<file path="config.mk">
export PLATFORM = sky130hd
export DESIGN_NAME = serial_subtractor
export DESIGN_NICKNAME = d
export VERILOG_FILES = /design/src/rtl/serial_sub_pkg.sv /design/src/rtl/serial_subtractor_half_sub.sv /design/src/rtl/serial_subtractor.sv
export SDC_FILE = /design/constraint.sdc
export NUM_CORES = 1
export LEC_CHECK = 0
export BUFFER_PORTS_ARGS = -buffer_cell sky130_fd_sc_hd__buf_4
export CAP_MARGIN = 30
export CORE_MARGIN = 2
export CORE_UTILIZATION = 23
export CTS_BUF_LIST = sky130_fd_sc_hd__clkbuf_4
export DETAILED_ROUTE_END_ITERATION = 10
export GPL_TIMING_DRIVEN = 0
export PLACE_DENSITY = 0.42
export SYNTH_ARGS = -nofsm -noshare
export SYNTH_HDL_FRONTEND = slang
export SYNTH_SLANG_ARGS = --single-unit
</file>
<file path="constraint.sdc">
create_clock -name clk -period 2 [get_ports clk]
set_input_delay 0.1 -clock clk [delete_from_list [all_inputs] [get_ports clk]]
set_output_delay 0.1 -clock clk [all_outputs]
set_load 0.01 [all_outputs]
</file>
<file path="src/rtl/serial_sub_pkg.sv">
// rtl/serial_sub_pkg.sv - shared FSM encoding and default width for the serial subtractor
// Purpose: FSM state type and default operand width used by serial_subtractor.
// Ports: none (package).
package serial_sub_pkg;

  localparam int SERIAL_SUB_WIDTH = 8;

  typedef enum logic [1:0] {
    IDLE  = 2'd0,
    SHIFT = 2'd1,
    DONE  = 2'd2
  } state_t;

endpackage

</file>
<file path="src/rtl/serial_subtractor_half_sub.sv">
// rtl/serial_subtractor_half_sub.sv - combinational half subtractor (module half_sub)
// Purpose: one-bit x - y without borrow-in.
// Ports:
//   x  - minuend bit
//   y  - subtrahend bit
//   d  - difference bit, x ^ y
//   bo - borrow out, ~x & y
module half_sub (
  input  logic x,
  input  logic y,
  output logic d,
  output logic bo
);

  assign d  = x ^ y;
  assign bo = ~x & y;

endmodule

</file>
<file path="src/rtl/serial_subtractor.sv">
// rtl/serial_subtractor.sv - bit-serial a-b subtractor, LSB first, one bit per clock
// Purpose: on an accepted start, subtracts b from a over WIDTH SHIFT cycles and
//   presents the registered result with a one-cycle done pulse.
// Optional feature: define SERIAL_SUB_OVERFLOW_EN to add the signed overflow output.
// Ports:
//   clk        - clock, rising edge
//   rst_n      - asynchronous active-low reset
//   start      - subtract request, sampled only while ready=1
//   a, b       - minuend / subtrahend, captured on an accepted start
//   ready      - high only in IDLE
//   diff       - registered a-b mod 2^WIDTH, held until the next completion
//   borrow_out - final borrow, 1 iff a < b unsigned
//   done       - one-cycle pulse, diff/borrow_out valid
//   overflow   - (SERIAL_SUB_OVERFLOW_EN only) signed a-b not representable
module serial_subtractor
  import serial_sub_pkg::*;
#(
  parameter int WIDTH = SERIAL_SUB_WIDTH
) (
  input  logic             clk,
  input  logic             rst_n,
  input  logic             start,
  input  logic [WIDTH-1:0] a,
  input  logic [WIDTH-1:0] b,
  output logic             ready,
  output logic [WIDTH-1:0] diff,
  output logic             borrow_out,
  output logic             done
`ifdef SERIAL_SUB_OVERFLOW_EN
  ,
  output logic             overflow
`endif
);

  localparam int CW = $clog2(WIDTH + 1);
  localparam logic [CW-1:0] LAST_CNT = CW'(WIDTH - 1);

  state_t           state;
  state_t           state_nxt;
  logic [WIDTH-1:0] a_sr;
  logic [WIDTH-1:0] b_sr;
  logic [WIDTH-1:0] res_sr;
  logic [WIDTH-1:0] res_nxt;
  logic             borrow_q;
  logic [CW-1:0]    cnt;
  logic             last_shift;

  logic             d1;
  logic             bo1;
  logic             d_bit;
  logic             bo2;
  logic             bout;

`ifdef SERIAL_SUB_OVERFLOW_EN
  // Operand sign bits are shifted out of a_sr/b_sr, so keep them separately.
  logic             a_sign;
  logic             b_sign;
`endif

  // Full subtractor: (a - b) then minus the running borrow.
  half_sub u_hs1 (.x(a_sr[0]), .y(b_sr[0]), .d(d1),    .bo(bo1));
  half_sub u_hs2 (.x(d1),      .y(borrow_q), .d(d_bit), .bo(bo2));
  assign bout = bo1 | bo2;

  assign res_nxt    = {d_bit, res_sr[WIDTH-1:1]};
  assign last_shift = (state == SHIFT) && (cnt == LAST_CNT);

  // State register
  always_ff @(posedge clk or negedge rst_n) begin
    if (!rst_n) state <= IDLE;
    else        state <= state_nxt;
  end

  // Next-state logic
  always_comb begin
    state_nxt = state;
    case (state)
      IDLE:    if (start) state_nxt = SHIFT;
      SHIFT:   if (cnt == LAST_CNT) state_nxt = DONE;
      DONE:    state_nxt = IDLE;
      default: state_nxt = IDLE;
    endcase
  end

  // Outputs decoded from state
  always_comb begin
    ready = 1'b0;
    done  = 1'b0;
    case (state)
      IDLE:    ready = 1'b1;
      DONE:    done  = 1'b1;
      default: ;
    endcase
  end

  // Datapath. The result registers are written on the edge that enters DONE,
  // using the final shift's value, so they are already valid while done=1
  // and stay untouched through later SHIFT cycles.
  always_ff @(posedge clk or negedge rst_n) begin
    if (!rst_n) begin
      a_sr       <= '0;
      b_sr       <= '0;
      res_sr     <= '0;
      borrow_q   <= 1'b0;
      cnt        <= '0;
      diff       <= '0;
      borrow_out <= 1'b0;
`ifdef SERIAL_SUB_OVERFLOW_EN
      a_sign     <= 1'b0;
      b_sign     <= 1'b0;
      overflow   <= 1'b0;
`endif
    end else begin
      case (state)
        IDLE: begin
          if (start) begin
            a_sr     <= a;
            b_sr     <= b;
            res_sr   <= '0;
            borrow_q <= 1'b0;
            cnt      <= '0;
`ifdef SERIAL_SUB_OVERFLOW_EN
            a_sign   <= a[WIDTH-1];
            b_sign   <= b[WIDTH-1];
`endif
          end
        end
        SHIFT: begin
          res_sr   <= res_nxt;
          borrow_q <= bout;
          a_sr     <= a_sr >> 1;
          b_sr     <= b_sr >> 1;
          cnt      <= cnt + CW'(1);
          if (last_shift) begin
            diff       <= res_nxt;
            borrow_out <= bout;
`ifdef SERIAL_SUB_OVERFLOW_EN
            // d_bit on the last shift is the result sign bit.
            overflow   <= (a_sign != b_sign) && (d_bit != a_sign);
`endif
          end
        end
        default: ;
      endcase
    end
  end

endmodule

</file>
-- Yosys cells after proc, flatten, opt, wreduce, memory -nomap -nowiden
Index checks and enable logic that the tools add are counted.
- add/subtract/negate cells: 1
- equality and inequality tests: 5
- mux-type cells: 15
- bitwise operators: 7
- reductions and logical operators: 6
- operators by type and width (cell ; count):
    $pmux W8 S2 ; 3
    $mux W8 ; 3
    $pmux W4 S2 ; 1
    $reduce_and A2 Y1 ; 3
    $add A4 B1 Y4 const B ; 1
    $eq A4 B3 Y1 const B ; 1
    $mux W2 ; 2
    $mux W4 ; 1
    $pmux W2 S2 ; 1
    $mux W1 ; 3
    $and A1 B1 Y1 ; 2
    $eq A2 B1 Y1 const B ; 1
    $eq A2 B2 Y1 const B ; 1
    $logic_not A2 Y1 ; 1
    $ne A2 B1 Y1 const B ; 1
    $ne A2 B2 Y1 const B ; 1
    $not A1 Y1 ; 2
    $pmux W1 S2 ; 1
    $reduce_bool A2 Y1 ; 1
    $xor A1 B1 Y1 ; 2
    $logic_and A1 B1 Y1 ; 1
    $or A1 B1 Y1 ; 1
- bits in registers: 40
- input port bits: 19
- output and inout port bits: 11

-- Longest topological paths before layout
Gate-level depths: netlist (run 1).
- depth after elaboration: 5
- gate-level depth with buffers: 5

-- Hierarchy
A second synthesis (run 1) with hierarchy kept.
- cells, all modules: 159
- area total of the unflattened synthesis: 1657.8 um^2
- by module, submodules not included (module ; times used ; cells each ; area each (um^2) ; seq. area each (um^2)):
    serial_subtractor ; 1 ; 153 ; 1617.8 ; 975.9
    half_sub ; 2 ; 3 ; 20.0 ; 0.0

-- Least setup slack after synthesis (run 1)
OpenSTA, ideal clock, no wires.
- kind: flip-flop to flip-flop
- from: register cnt[0]
- to: register diff[0]
- arrival time: 1303 ps
- data required time: 1875 ps
- slack: 572 ps
- cell stages (with the launch flop): 5
- buffers on the path: 0
- cells stage by stage: dfrtp_1 -> ha_1 -> nand2_1 -> nor3_4 -> mux2_2
- cells in the longest elaborated chain, start to end: 3
- RTL lines (element ; line ; source):
    from (decl) ; serial_subtractor.sv:45 ; logic [CW-1:0] cnt;
    from (signal assigned) ; serial_subtractor.sv:133 ; cnt <= cnt + CW'(1);
    $eq A4 B3 Y1 ; serial_subtractor.sv:66 ; assign last_shift = (state == SHIFT) && (cnt == LAST_CNT);
    $logic_and A1 B1 Y1 ; serial_subtractor.sv:66 ;
    $reduce_and A2 Y1 (no line) ; -- ;
    to (signal assigned) ; serial_subtractor.sv:135 ; diff <= res_nxt;
    to (decl) ; serial_subtractor.sv:26 ; output logic [WIDTH-1:0] diff,
Every way passes these cells.
A chain may end at the register's enable or synchronous reset.

-- Worst setup path after layout (run 1)
- from: register state[1]
- to: output done
- cells in the longest elaborated chain, start to end: 2
- RTL lines (element ; line ; source):
    from (decl) ; serial_subtractor.sv:38 ; state_t state;
    from (signal assigned) ; serial_subtractor.sv:71 ; else state <= state_nxt;
    $eq A2 B2 Y1 ; serial_subtractor.sv:89 ; case (state)
    $mux W1 ; serial_subtractor.sv:89 ;
    to (decl) ; serial_subtractor.sv:28 ; output logic done
Every way passes these cells.

==> results of run 1 <==
==> routing by layer <==
layer | up-vias | track usage, %
li1 | 632 | -
met1 | 657 | 15.2
met2 | 37 | 15.1
met3 | 6 | 2.90
met4 | 0 | 3.79
met5 | - | 0
==> worst max-delay path, cell delays in order, from the launching register on <==
cell and delay, ns:
dfrtp_1 0.42, buf_2 0.25, buf_1 0.39, and2b_1 0.19, buf_4 0.12
==> final cells by class <==
| type | instances | share of cell area [%] |
|---|---|---|
| Sequential cell | 39 | 45.5 |
| Multi-Input combinational cell | 104 | 33.2 |
| Timing Repair Buffer | 30 | 10.6 |
| Tap cell | 99 | 5.77 |
| Buffer | 10 | 1.98 |
| Clock buffer | 5 | 1.75 |
| Clock inverter | 3 | 0.699 |
| Inverter | 3 | 0.524 |
==> kinds of logic (layout without fill, tap and decap cells) <==
group | Yosys count | count (layout) | share of synthesized area (%)
adders and majority gates | 2 | 2 | 1.87
AOI/OAI and AO/OA | 59 | 59 | 21.2
DFF | 39 | 39 | 56.0
and+or+nand+nor | 33 | 33 | 11.4
muxes | 10 | 10 | 6.39
buffers and inverters | 13 | 51 | 3.09
==> state kept, by name, indices dropped and copies added (netlist names) <==
signal	cells
a_sr	8
b_sr	8
diff	8
res_sr	7
cnt	4
state	2
borrow_out	1
borrow_q	1
==> per-stage QoR <==
step | cell area [um2] | worst slack [ns] | power [mW] | cells
finish | 2150 | 0.191 | 2.98 | 293
global placement | 2080 | 0.353 | 2.61 | 284
CTS | 2150 | 0.153 | 3.03 | 293
floorplan | 1740 | 0.572 | 2.16 | 156
detailed placement | 2080 | 0.333 | 2.61 | 284
global route | 2150 | 0.0551 | 3.25 | 293
==> final timing paths <==
| check | startpoint | end | slack, ns | cells after the start |
|---|---|---|---|---|
| max in group asynchronous | rst_n | diff[1] | 1.38 | 2 |
| worst min-delay path | a[4] | a_sr[4] | 0.02 | 3 |
| worst max-delay path | state[1] | done | 0.19 | 4 |
| worst min register to register | borrow_q | borrow_q | 0.50 | 2 |
| worst max register to register | cnt[0] | diff[0] | 0.37 | 4 |
| min in group asynchronous | rst_n | a_sr[5] | 0.25 | 2 |
==> where the power goes <==
group	internal (mW)	switching [mW]	total [mW]
clock network	0.131	0.273	0.404
logic	0.599	0.614	1.21
registers	1.11	0.248	1.36
==> cell usage in the layout (no fill, tap or decap) <==
master / instances
buf_1: 1
and2b_1: 1
fa_1: 1
buf_4: 29
clkbuf_2: 1
o21ai_1: 1
a21oi_1: 16
buf_2: 3
nand3_1: 3
clkbuf_4: 5
inv_1: 3
nor2b_1: 17
clkbuf_1: 5
ha_1: 1
dfrtp_1: 39
nor2_1: 3
dlygate4sd3_1: 1
or3_1: 1
mux2_2: 9
a22o_1: 9
nand2b_4: 1
nand2_1: 6
mux2i_1: 1
o21ai_0: 17
nor3_4: 1
o21bai_1: 1
clkinv_2: 3
a22oi_1: 14
a2bb2oi_1: 1
==> summary.md, run 1 <==
| Metric | Value |
|---|---|
| Status | complete, no violations |
| List of most frequent post-synthesis cells | 39 x dfrtp_1, 17 x nor2b_1, 17 x o21ai_0 |
| Post-route ant nets | 0 |
| Via-per-instance ratio | about 4.5 |
| Maxcap violations | 0 |
| Final #Nets | 214 |
| Slew Viols, Final | 0 |
| Syn Nets | about 180 |
| Crit path time final | about 1.8 ns |
| Port bufs | 29 |
| Top Metal Used | met4 |
| Detailed Route Iter0 Violations | between 70 and 80 |
| TritonCTS clock tree | done |
| Max VDD drop | 584 uV |
| Vias after detailed routing | about 1,300 |
| Global-route wire length before repair | slightly below 7000 um |
| Fillers | slightly below 800 |
| Die width | roughly 91 um |
| Worst Hold Class | input port to flip-flop |
| Residual DRC | 0 |
| CP required | 1.90 ns |
| Largest net degree at the start of global routing | 40 |
| Distinct cells, synth | 25 |
| Clk_skew | about 0.011 ns |
| Synth Flop Type | dfrtp_1 |
| Share of cells above drive strength 1 | ~27% |
| Final Cycle Share | between 90% and 100% |
| RSZ-0062 raised after global routing | no |
| Antenna violations before repair | 0 |
| CORE AREA | between 7000 and 8000 um2 |
| Max Clk Rate | roughly 0.55 GHz |
| DP HPWL | between 2000 and 3000 um |
| Async set-reset flop share out of synthesis | 100% |
| Final hold vios | 0 |
| Die height | around 90 um |
| Post-synth EDFFs | 0 |
| Ant. Diodes | 0 |
| WL final | 4100 um |
| Die area | roughly 8300 um2 |
| Seq/Total Area, Yosys | between 50% and 60% |
| Worst slew margin | 64.4% |
| Cts hold-fix bufs | 1 |
| Max H-tree Level | 2 |
| Starting Density | roughly a quarter |
| Actual slew at the worst max-slew pin | approximately 0.53 ns |
| P per Cell Area | about 1400 nW/um2 |
| Routed met2 length | roughly 1700 um |
| Yosys warnings | 0 |
| Cell area after synthesis | between 1500 and 2000 um2 |
| Area grow syn2layout | 23.2% |
| CTS clk-pin slew, worst paths | between 0.1 and 0.15 ns |
| CP Class | flip-flop to output port |
| Congestion Overflow GR | 0 |
| Worst Setup End Kind | output port |
| Synthesized area per cell | between 10 and 15 um2 |
| Post-Syn Instances | ~160 |
| Drt first pass iters | 4 |
| Number of global-route vias before repair | around 1,300 |
| Largest cells by area after synthesis | dfrtp_1 56%, nor2b_1 6.1%, a22oi_1 6.0% |
| Post-CTS Setup Inserts | 0 |
| WL met1 | ~2100 um |
| Final Util | between 20 and 30% |
| Arrival time of the worst setup path | around 1.7 ns |
| Setup-failing EPs final | 0 |
| Synth area leader | dfrtp_1 |
| WL per Instance | 14.0 um |
| Worst hold slack | around 0.019 ns |
| Leakage power | roughly 0.95 nW |
| Tot GR Track Use | around a tenth |
| Clk sinks | 39 |
| CP startpoint kind | flip-flop |
| Crit Path Max Fanout | 10 |
| Most frequent cell after synthesis | dfrtp_1 |
| Worst-skew pair later-pin latency | around 0.35 ns |
| Register area | just under 1000 um2 |
| Top cell type's share of synthesized area | 56.0% |
| Rows | 31 |
| CTS Buf Count | 5 |
| # IOs | 30 |
| CTS Root Cell | clkbuf_4 |
| Post-CTS sizing | 0 |
| Yosys reg bits | 39 |
| Routability congestion estimate | between 0.7 and 0.8 |
| Multi-input gate area | 713 um2 |
| Met3 WL | 187 um |
| Setup TNS | 0 ns |
| Worst-case clock buffer depth | 2 |
Power figures use the tool's default switching activity.
==> run 2, diff against run 1 <==
- CORE_UTILIZATION: 23 -> 45
- PLACE_DENSITY: 0.42 -> 0.74
- RECOVER_POWER: not set -> 25
==> summary.md, run 2 (synthesis gave the netlist of run 1 again) <==
| Metric | Value |
|---|---|
| P per Cell Area | 1470 nW/um2 (was 1390 nW/um2) |
| Setup-failing EPs final | 0 (unchanged) |
| Switch Pwr | 1.11 mW (was 1.14 mW) |
| # IOs | 30 (unchanged) |
| Clk sinks | 39 (unchanged) |
| CP required | 1.90 ns (about the same) |
| Max VDD drop | 698 uV (was 584 uV) |
| Max H-tree Level | 2 (unchanged) |
| Post-route cell area | 2100 um2 (was 2150 um2) |
| Starting Density | 47.3% (was 23.9%) |
| Die area | 4390 um2 (was 8290 um2) |
| Max Clk Rate | 0.567 GHz (was 0.553 GHz) |
| Final Cycle Share | 88.2% (was 90.5%) |
| Combinational power share | 39.2% (was 40.7%) |
| Placed cells | 233 (was 284) |
| Vias after detailed routing | 1,285 (was 1,332) |
| Global-route wire length before repair | 5930 um (was 6930 um) |
| Placed Area | 2020 um2 (was 2080 um2) |
| Most common cell after layout, fill and taps aside | dfrtp_1 (unchanged) |
| Via-per-instance ratio | 5.31 (was 4.55) |
| Register share of total power | 44.1% (was 45.7%) |
| Congestion Overflow GR | 0 (unchanged) |
| Post-route ant nets | 0 (unchanged) |
| RSZ-0062 raised after global routing | no (unchanged) |
| Largest registers | a_sr x8, b_sr x8, diff x8 (unchanged) |
| Area grow syn2layout | 20.7% (was 23.2%) |
| Sw frac | 36.0% (was 38.1%) |
| Worst slew margin | 36.7% (was 64.4%) |
| CTS Root Cell | clkbuf_4 (unchanged) |
| Worst R2R Start | cnt[0] (unchanged) |
| Residual DRC | 0 (unchanged) |
| Worst Setup End Kind | output port (unchanged) |
| Clock Power Share | 16.7% (was 13.6%) |
| Tot GR Track Use | 18.1% (was 10.5%) |
| Crit path time final | 1.76 ns (was 1.81 ns) |
| CTS Buf Count | 5 (unchanged) |
| P_int | 1.97 mW (was 1.84 mW) |
| Leakage power | 0.957 nW (was 0.950 nW) |
| Status | complete, no violations (unchanged) |
| Routability congestion estimate | 0.763 (was 0.716) |
| Fillers | 339 (was 793) |
| Number of global-route vias before repair | 1,294 (was 1,332) |
| DP HPWL | 2450 um (was 2720 um) |
| Port bufs | 29 (unchanged) |
| R2r setup slk | 0.41 ns (was 0.37 ns) |
| Clk_skew | 0.00765 ns (was 0.0109 ns) |
| Layout Cells excl Fill | 242 (was 293) |
| Worst-case clock buffer depth | 2 (unchanged) |
| TritonCTS clock tree | done (unchanged) |
| Die width | 66.2 um (was 91.1 um) |
| WHS Path Cells | 3 (unchanged) |
| Rows | 22 (was 31) |
| CORE AREA | 3690 um2 (was 7290 um2) |
| CP Class | flip-flop to output port (unchanged) |
| Setup TNS | 0 ns (unchanged) |
| Drt first pass iters | 4 (unchanged) |
| WL per Instance | 14.7 um (was 14.0 um) |
| CP startpoint kind | flip-flop (unchanged) |
| Die height | 66.2 um (was 91.1 um) |
| CTS clk-pin slew, worst paths | 0.11 ns (was 0.12 ns) |
| Maxcap violations | 0 (unchanged) |
| Arrival time of the worst setup path | 1.66 ns (was 1.71 ns) |
| Worst-skew pair later-pin latency | 0.35 ns (about the same) |
| Share of cells above drive strength 1 | 26.3% (was 26.8%) |
| Detailed Route Iter0 Violations | 136 (was 79) |
| WHS Endpoint | a_sr[4] (unchanged) |
| Antenna violations before repair | 0 (unchanged) |
| Most frequent cells in the layout | 39 x dfrtp_1, 28 x buf_4, 17 x nor2b_1, 17 x o21ai_0, 16 x a21oi_1 (was 39 x dfrtp_1, 29 x buf_4, 17 x nor2b_1, 17 x o21ai_0, 16 x a21oi_1) |
| Final hold vios | 0 (unchanged) |
| WL final | 3550 um (was 4100 um) |
| Final #Nets | 214 (unchanged) |
| Crit Path Max Fanout | 10 (unchanged) |
| Ant. Diodes | 0 (unchanged) |
| Final Worst Setup Slack | 0.236 ns (was 0.191 ns) |
| Slew Viols, Final | 0 (unchanged) |
| Actual slew at the worst max-slew pin | 0.950 ns (was 0.533 ns) |
| Reg2Reg Depth | 4 (unchanged) |
| Worst Hold Class | input port to flip-flop (unchanged) |
| Place WS | 0.401 ns (was 0.333 ns) |
| Reg2reg end | diff[0] (unchanged) |
| Largest net degree at the start of global routing | 40 (unchanged) |
| Hold_sp | a[4] (unchanged) |
-- run 2: cell types whose count changed in the layout (fill, tap and decap cells not counted) --
cell and change:
bufinv_16 +1, buf_4 -1, clkinv_2 -2, clkinv_1 +1
clkbuf_2 +1
-- run 2: worst max-delay path, stage by stage (launching register included) --
cell,delay (ns)
dfrtp_1,0.42
buf_2,0.24
buf_1,0.37
and2b_1,0.18
buf_4,0.11
-- run 2: worst max path at each step --
stage / depth (start not counted) / endpoint / startpoint
floorplan: 4 / diff[0] / cnt[0]
global placement: 4 / diff[0] / cnt[0]
detailed placement: 4 / diff[0] / cnt[0]
CTS: 4 / done / state[1]
global route: 4 / done / state[1]
finish: 4 / done / state[1]
-- run 2: layout make-up --
cell class                 instances  area [um2]  area share (%)
multi-input combinational        104         713            33.9
tap                               48        60.1            2.85
buffer                            10        42.5            2.02
sequential                        39         976            46.4
clock inverter                     3        38.8            1.84
clock buffer                       5        37.5            1.78
inverter                           3        11.3           0.535
timing repair buffer              30         225            10.7
-- run 2: metal layers --
metal | GRT usage, % | vias to the layer above | wire [um]
li1 | - | 634 | -
met1 | 22.5 | 609 | 1620
met2 | 30.4 | 37 | 1680
met3 | 5.62 | 5 | 210
met4 | 5.36 | 0 | 47
met5 | 0 | - | 0
-- run 2: metrics by stage --
stage	power (mW)	hold WS, ns	utilization (%)
5_1_grt	3.34	0.0419	57.1
2_1_floorplan	2.16	-0.196	-
3_3_place_gp	2.53	0.0863	54.8
4_1_cts	3.12	0.0111	57.1
3_5_place_dp	2.59	0.0928	54.8
6_report	3.08	0.0155	57.1
-- run 2: power groups by stage --
stage	sequential, mW	clock, mW	combinational [mW]
3_3_place_gp	1.36	0	1.17
4_1_cts	1.36	0.530	1.23
5_1_grt	1.41	0.569	1.36
2_1_floorplan	1.35	0	0.807
3_5_place_dp	1.37	0	1.22
6_report	1.36	0.515	1.21
-- run 2: timing repair --
item	4_1_cts	5_1_grt
endpoints found under the hold margin	39	0
buffers inserted	0	0
gates resized for setup	0	0
hold buffers	1	0
==> run 3, diff against run 2 <==
- CTS_BUF_LIST: sky130_fd_sc_hd__clkbuf_4 -> sky130_fd_sc_hd__clkbuf_4 sky130_fd_sc_hd__clkbuf_8
- CTS_CLUSTER_DIAMETER: not set -> 100
- MAX_ROUTING_LAYER: not set -> met4
==> summary.md, run 3 (synthesis gave the netlist of run 1 again) <==
| Metric | Value |
|---|---|
| WL per Instance | 14.4 um (was 14.7 um) |
| Slew Viols, Final | 0 (unchanged) |
| Antenna violations before repair | 0 (unchanged) |
| Worst-case clock buffer depth | 2 (unchanged) |
| Max VDD drop | 803 uV (was 698 uV) |
| Ant. Diodes | 0 (unchanged) |
| Setup TNS | 0 ns (unchanged) |
| Crit path launch | state[1] (unchanged) |
| Clock Power Share | 20.7% (was 16.7%) |
| Setup-failing EPs final | 0 (unchanged) |
| WL final | 3490 um (was 3550 um) |
| Clk sinks | 39 (unchanged) |
| Starting Density | 47.3% (unchanged) |
| Rows | 22 (unchanged) |
| Die height | 66.2 um (unchanged) |
| Share of cells above drive strength 1 | 26.8% (was 26.3%) |
| Switch Pwr | 1.11 mW (about the same) |
| Worst Hold Class | input port to flip-flop (unchanged) |
| Congestion Overflow GR | 0 (unchanged) |
| Actual slew at the worst max-slew pin | 0.928 ns (was 0.950 ns) |
| Hold_sp | a[4] (unchanged) |
| Status | complete, no violations (unchanged) |
| Arrival time of the worst setup path | 1.58 ns (was 1.66 ns) |
| Sw frac | 34.4% (was 36.0%) |
| Fillers | 326 (was 339) |
| Final #Nets | 214 (unchanged) |
| CP Class | flip-flop to output port (unchanged) |
| Vias after detailed routing | 1,281 (was 1,285) |
| Worst R2R Start | cnt[0] (unchanged) |
| RSZ-0062 raised after global routing | no (unchanged) |
| Max H-tree Level | 2 (unchanged) |
| Cts hold-fix bufs | 1 (unchanged) |
| Final Cycle Share | 83.9% (was 88.2%) |
| P per Cell Area | 1510 nW/um2 (was 1470 nW/um2) |
| Residual DRC | 0 (unchanged) |
| Most frequent cells in the layout | 39 x dfrtp_1, 28 x buf_4, 17 x nor2b_1, 17 x o21ai_0, 16 x a21oi_1 (unchanged) |
| Clk_skew | 0.00539 ns (was 0.00765 ns) |
| Die area | 4390 um2 (unchanged) |
| Routability congestion estimate | 0.773 (was 0.763) |
| Leakage power | 0.976 nW (was 0.957 nW) |
| Tot GR Track Use | 18.2% (was 18.1%) |
| DP HPWL | 2450 um (unchanged) |
| Worst slew margin | 38.2% (was 36.7%) |
| Largest net degree at the start of global routing | 40 (unchanged) |
| Die width | 66.2 um (unchanged) |
| Largest registers | a_sr x8, b_sr x8, diff x8 (unchanged) |
| Overall power | 3.24 mW (was 3.08 mW) |
| Via-per-instance ratio | 5.29 (was 5.31) |
| Worst Setup End Kind | output port (unchanged) |
| Worst-skew pair later-pin latency | 0.29 ns (was 0.35 ns) |
| Register share of total power | 42.0% (was 44.1%) |
| CP required | 1.90 ns (about the same) |
| Post-route cell area | 2150 um2 (was 2100 um2) |
| Maxcap violations | 0 (unchanged) |
| Number of global-route vias before repair | 1,261 (was 1,294) |
| # IOs | 30 (unchanged) |
| Final hold vios | 0 (unchanged) |
| P_int | 2.12 mW (was 1.97 mW) |
| Crit path time final | 1.68 ns (was 1.76 ns) |
| Placed Area | 2020 um2 (unchanged) |
| Max Clk Rate | 0.596 GHz (was 0.567 GHz) |
| Most common cell after layout, fill and taps aside | dfrtp_1 (unchanged) |
| Area grow syn2layout | 23.1% (was 20.7%) |
| Post-CTS Setup Inserts | 0 (unchanged) |
| Detailed Route Iter0 Violations | 89 (was 136) |
| Global-route wire length before repair | 5870 um (was 5930 um) |
| TritonCTS clock tree | done (unchanged) |
| Post-route ant nets | 0 (unchanged) |
| Crit Path Max Fanout | 10 (unchanged) |
| CTS Buf Count | 5 (unchanged) |
| Post-CTS sizing | 0 (unchanged) |
| Combinational power share | 37.3% (was 39.2%) |
| CP startpoint kind | flip-flop (unchanged) |
| CORE AREA | 3690 um2 (unchanged) |
| Drt first pass iters | 4 (unchanged) |
| CTS clk-pin slew, worst paths | 0.07 ns (was 0.11 ns) |
| Port bufs | 29 (unchanged) |
| CTS Root Cell | clkbuf_8 (was clkbuf_4) |
==> run 3: cell types whose count changed in the layout (fill, tap and decap cells not counted), sizes merged <==
cell and change:
clkbuf +1, clkinv -1
==> run 3: routing by layer <==
layer	wire [um]	up-vias	global-route usage, %	share of wire [%]
met4	25	0	3.83	0.72
li1	-	633	-	-
met5	0	-	-	0
met3	194	2	5.28	5.6
met2	1650	37	29.5	47
met1	1620	609	22.9	46
==> run 3: metrics by stage <==
stage          util [%]  hold slack (ns)  worst slack, ns  cells
2_1_floorplan         -           -0.196            0.572    156
3_3_place_gp       54.8           0.0863            0.427    233
3_5_place_dp       54.8           0.0928            0.401    233
4_1_cts            58.2           0.0745            0.308    242
5_1_grt            58.2            0.114            0.209    242
6_report           58.2           0.0812            0.323    242
==> run 3: power by group through the flow <==
| stage | sequential [mW] | combinational, mW | clock, mW |
|---|---|---|---|
| 5_1_grt | 1.41 | 1.36 | 0.734 |
| 2_1_floorplan | 1.35 | 0.807 | 0 |
| 3_3_place_gp | 1.36 | 1.17 | 0 |
| 4_1_cts | 1.36 | 1.23 | 0.691 |
| 6_report | 1.36 | 1.21 | 0.671 |
| 3_5_place_dp | 1.37 | 1.22 | 0 |
==> run 3: area by class of cell <==
class                      count  area (um2)  share of cell area [%]
timing repair buffer          30         225                    10.5
multi-input combinational    104         713                    33.2
sequential                    39         976                    45.5
inverter                       3        11.3                   0.525
clock buffer                   6        82.6                    3.85
buffer                        10        42.5                    1.98
tap                           48        60.1                    2.80
clock inverter                 2        35.0                    1.63
==> run 3: worst max-delay path, stage by stage (launching register included) <==
cell     delay [ns]
dfrtp_1        0.40
buf_2          0.23
buf_1          0.36
and2b_1        0.18
buf_4          0.11
==> run 3: final timing paths <==
path | to | slack (ns) | cells after the start
worst min register to register | borrow_q | 0.49 | 2
worst max-delay path | done | 0.32 | 4
max in group asynchronous | a_sr[0] | 0.94 | 2
min in group asynchronous | a_sr[4] | 0.48 | 2
worst min-delay path | a_sr[4] | 0.08 | 3
worst max register to register | diff[0] | 0.41 | 4
